==> src/rtl/util_pkg.sv <==
// Shared types and helpers for the util/ pulse_generator block.
// Contents: pulse_state_e (2-bit FSM encoding) and cnt_width(), which sizes
// the pulse/gap down-counter so it can hold max(HIGH_CYCLES, GAP_CYCLES).
package util_pkg;

  typedef enum logic [1:0] {
    IDLE = 2'd0,
    HIGH = 2'd1,
    GAP  = 2'd2
  } pulse_state_e;

  function automatic int cnt_width(input int high_cycles, input int gap_cycles);
    int m;
    m = (high_cycles > gap_cycles) ? high_cycles : gap_cycles;
    return $clog2(m + 1);
  endfunction

endpackage

==> src/rtl/pulse_generator.sv <==
// pulse_generator: turns single-cycle strobes into fixed-width level pulses
// separated by a minimum low gap; strobes seen mid-pulse are queued
// (saturating counter) and replayed back-to-back.
// Ports: clk, rst_n (async active-low), trig_in (strobe), clr_ovf (clears ovf);
//        out (pulse), busy (not idle), pend (queued strobes), ovf (sticky drop).
// Option: define PULSE_GEN_RETRIGGER_EN to let a strobe during the high window
//         extend the pulse instead of queueing.
module pulse_generator
  import util_pkg::*;
#(
  parameter int HIGH_CYCLES = 4,
  parameter int GAP_CYCLES  = 2,
  parameter int PEND_W      = 2
) (
  input  logic              clk,
  input  logic              rst_n,
  input  logic              trig_in,
  input  logic              clr_ovf,
  output logic              out,
  output logic              busy,
  output logic [PEND_W-1:0] pend,
  output logic              ovf
);

  localparam int CW = cnt_width(HIGH_CYCLES, GAP_CYCLES);
  localparam logic [CW-1:0]     HIGH_LOAD = CW'(HIGH_CYCLES - 1);
  localparam logic [CW-1:0]     GAP_LOAD  = CW'(GAP_CYCLES - 1);
  localparam logic [PEND_W-1:0] PEND_MAX  = '1;

  pulse_state_e  state;
  logic [CW-1:0] cnt;

  logic cnt_zero;
  logic gap_done;
  logic replay;
  logic start_direct;
  logic retrig_hit;
  logic enqueue;
  logic drop;

`ifdef PULSE_GEN_RETRIGGER_EN
  assign retrig_hit = (state == HIGH) && trig_in;
`else
  assign retrig_hit = 1'b0;
`endif

  always_comb begin
    cnt_zero     = (cnt == '0);
    gap_done     = (state == GAP) && cnt_zero;
    // Queued strobes take priority over a fresh one on the last gap clock.
    replay       = gap_done && (pend != '0);
    start_direct = trig_in && ((state == IDLE) || (gap_done && (pend == '0)));
    enqueue      = trig_in && !start_direct && !retrig_hit;
    // A replay frees a slot in the same clock, so it can never overflow.
    drop         = enqueue && (pend == PEND_MAX) && !replay;
  end

  always_ff @(posedge clk or negedge rst_n) begin
    if (!rst_n) begin
      state <= IDLE;
      cnt   <= '0;
      out   <= 1'b0;
      busy  <= 1'b0;
      pend  <= '0;
      ovf   <= 1'b0;
    end else begin
      case (state)
        IDLE: begin
          if (trig_in) begin
            state <= HIGH;
            cnt   <= HIGH_LOAD;
            out   <= 1'b1;
            busy  <= 1'b1;
          end
        end
        HIGH: begin
          if (retrig_hit) begin
            cnt <= HIGH_LOAD;
          end else if (cnt_zero) begin
            state <= GAP;
            cnt   <= GAP_LOAD;
            out   <= 1'b0;
          end else begin
            cnt <= cnt - 1'b1;
          end
        end
        GAP: begin
          if (!cnt_zero) begin
            cnt <= cnt - 1'b1;
          end else if (replay || trig_in) begin
            state <= HIGH;
            cnt   <= HIGH_LOAD;
            out   <= 1'b1;
          end else begin
            state <= IDLE;
            busy  <= 1'b0;
          end
        end
        default: begin
          state <= IDLE;
          cnt   <= '0;
          out   <= 1'b0;
          busy  <= 1'b0;
        end
      endcase

      // Saturating queue: replay and enqueue in one clock cancel out.
      if (replay && !(enqueue && !drop)) begin
        pend <= pend - 1'b1;
      end else if (!replay && enqueue && !drop) begin
        pend <= pend + 1'b1;
      end

      // Set beats clear.
      if (drop) begin
        ovf <= 1'b1;
      end else if (clr_ovf) begin
        ovf <= 1'b0;
      end
    end
  end

endmodule

==> config.mk <==
export PLATFORM = sky130hd
export DESIGN_NAME = pulse_generator
export DESIGN_NICKNAME = d
export VERILOG_FILES = /design/src/rtl/util_pkg.sv /design/src/rtl/pulse_generator.sv
export SDC_FILE = /design/constraint.sdc
export NUM_CORES = 1
export LEC_CHECK = 0
export CORE_AREA = 10 10 47 49
export CTS_BUF_LIST = sky130_fd_sc_hd__clkbuf_8
export DETAILED_ROUTE_END_ITERATION = 6
export DIE_AREA = 0 0 57 59
export DONT_BUFFER_PORTS = 1
export HOLD_SLACK_MARGIN = 0.03
export PLACE_DENSITY = 0.65
export SYNTH_ARGS = -nofsm -noshare
export SYNTH_HDL_FRONTEND = slang
export SYNTH_SLANG_ARGS = --single-unit
==> constraint.sdc <==
create_clock -name clk -period 1.6 [get_ports clk]
set_input_delay 0.16 -clock clk [delete_from_list [all_inputs] [get_ports clk]]
set_output_delay 0.16 -clock clk [all_outputs]
set_load 0.005 [all_outputs]
==> results.json <==
{
  "cts-root-buf": "clkbuf_8",
  "slowest_stage": "dfrtp_1",
  "path_delay_family": "flip-flops",
  "crit_path_cell_trace": "nor2_1 -> a21oi_1 -> o22ai_1 -> and2_1",
  "num_vias": 490,
  "fin_crit_sh": 0.900,
  "path_max_fanout": 19,
  "vias_per_cell": 5.90,
  "max_stage_delay_ns": 0.74,
  "h-tree-depth": 1,
  "fillCellCount": 135,
  "final_antenna_net_count": 0,
  "die_w_um": 57,
  "multi_input_area_sq_um": 317,
  "grt_overflow": 0,
  "rsz0062_at_grt": "no",
  "drive_gt1_frac": 0.179,
  "io_pins": 9,
  "final_core_util": 0.484,
  "clock.fmax_mhz": 695,
  "hold_violations": 0,
  "drtIter0Drc": 2,
  "setup_tns_ns": 0,
  "async_flop_share": 1.00,
  "syn_to_final_growth_pct": 12.2,
  "tightestPinTransition_ns": 0.630,
  "coreArea_sq_um": 1400,
  "critPathLaunchType": "flip-flop",
  "post_cts_buffers": 0,
  "clk_pin_slew_ns": 0.05,
  "worst_skew_pair.late_latency_ns": 0.24,
  "maxCapViolCount": 0,
  "yosysTopAreaCell": "dfrtp_1",
  "skew_ns": 0.00848,
  "ys_warn_count": 0,
  "maxSlewHeadroom": 0.580,
  "antenna_found_initial": 0,
  "grt_max_degree": 20,
  "cp-end-kind": "flip-flop",
  "synthFlopType": "dfrtp_1",
  "drc": 0,
  "wirelength_um": 1270,
  "wl_per_cell_um": 15.3,
  "postSynthAreaPerCell_sq_um": 9.16,
  "slew_viol_final": 0,
  "critical_path_buf_inv_count": 0,
  "grt_pass1_vias": 483,
  "yosysMostFrequentCell": "dfrtp_1",
  "cts_tree": "done",
  "rows": 14,
  "portBuffers": 0,
  "netlist.area_leader.share": 0.414,
  "start_util": 0.431,
  "register_area_sq_um": 250,
  "status": "finished, final reports clean",
  "antenna_cells": 0,
  "seq_area_frac_synth": 0.414,
  "critPathRequiredTime_ns": 1.72,
  "setup_viol": 0,
  "worst-setup-path-type": "reg -> reg",
  "grtUsageTotal": 0.0828,
  "synth-edff-count": 0,
  "cts_made_buffers": 3,
  "clock_sinks": 10,
  "gp_congestion": 0.761,
  "syn_area_sq_um": 604,
  "hp-class": "in -> reg",
  "die_h_um": 59,
  "clockBufferDepth": 2,
  "layout.nets": 72,
  "p_leak_nw": 0.262,
  "power.density_nw_per_um2": 1980,
  "grt_pass1_wl_um": 2230,
  "postSynthCellCount": 66,
  "firstDrtPassIters": 3,
  "fin_crit_ns": 1.44,
  "die_area_sq_um": 3360,
  "place.detailed.hpwl_um": 915,
  "syn_nets": 70,
  "ys_ff_latch": 10,
  "ys_types": 31,
  "crit_arrival_ns": 1.56,
  "synth_area_leaders": "dfrtp_1 41%, a21oi_1 5.8%, nor4_4 3.5%",
  "synth_top_cells_by_count": "10 x dfrtp_1, 7 x a21oi_1, 4 x clkbuf_1",
  "peakVddDrop_uv": 1110
}
worst register-to-register path, stage by stage, from the launching register on:
cell and delay, ns:
dfrtp_1 0.74, nor2_1 0.16, a21oi_1 0.15, o22ai_1 0.09
and2_1 0.19
layer usage:
| metal | routed length, um | part of all wire | global-route usage |
|---|---|---|---|
| met5 | 0 | 0 | 0 |
| met4 | 11 | 0.0086 | 0.0201 |
| met3 | 120 | 0.094 | 0.0601 |
| met2 | 578 | 0.45 | 0.133 |
| met1 | 563 | 0.44 | 0.0850 |
metrics by stage:
step / hold WS, ns / total power, mW / std cells / instance area (sq um) / worst slack (ns)
CTS: 0.0908 / 1.33 / 83 / 673 / 0.0513
detailed placement: -0.135 / 1.01 / 78 / 608 / 0.0541
global route: 0.107 / 1.45 / 83 / 678 / 0.0609
global placement: -0.135 / 0.990 / 78 / 608 / 0.121
floorplan: -0.136 / 0.917 / 66 / 604 / 0.185
finish: 0.0919 / 1.34 / 83 / 678 / 0.160
cell type report:
class | count | share of cell area
clock buffers | 4 | 0.0812
inverters | 3 | 0.0166
multi-input cells | 47 | 0.467
flip-flops and latches | 10 | 0.369
well taps | 16 | 0.0295
repair buffers | 3 | 0.0369
state kept, by name, indices dropped and copies added (netlist names):
signal,cells
state,2
ovf,1
pend,2
busy,1
cnt,3
out,1
what timing repair did:
action / in CTS / in global routing
hold buffers: 1 / 0
gates resized for setup: 0 / 1
hold endpoints to repair: 10 / 0
setup endpoints to repair: 0 / 5
cells by family (layout without fill, tap and decap cells):
family | Yosys count | in the layout | synth area share
DFF | 10 | 10 | 0.414
and+or+nand+nor | 22 | 22 | 0.230
AOI/OAI and AO/OA | 25 | 25 | 0.286
buffers and inverters | 9 | 10 | 0.0704
path summary, 6_finish.rpt:
kind	start	end	slack [ns]	depth (start not counted)
max	state[0]$_DFFE_PN0P_	cnt[2]$_DFFE_PN0P_	0.16	4
min	clr_ovf	ovf$_DFFE_PN0P_	0.09	2
max reg2reg	state[0]$_DFFE_PN0P_	cnt[2]$_DFFE_PN0P_	0.16	4
min reg2reg	ovf$_DFFE_PN0P_	ovf$_DFFE_PN0P_	0.53	1
max in group asynchronous	rst_n	busy$_DFFE_PN0P_	0.96	1
min in group asynchronous	rst_n	pend[1]$_DFFE_PN0P_	0.31	1
layout by cell type, fill, tap and decap left out, types with 3 or more instances in the layout:
master	count
a21oi_1	7
clkbuf_8	4
dfrtp_1	10
inv_1	3
nor2_1	3
nor2b_1	3
nor3_1	3
o22ai_1	3
power breakdown:
group | total (mW) | switching (mW) | internal [mW]
Sequential | 0.538 | 0.187 | 0.350
Combinational | 0.484 | 0.230 | 0.254
Clock | 0.318 | 0.101 | 0.217
Total | 1.34 | 0.519 | 0.821
(Power assumes the default switching activity.)
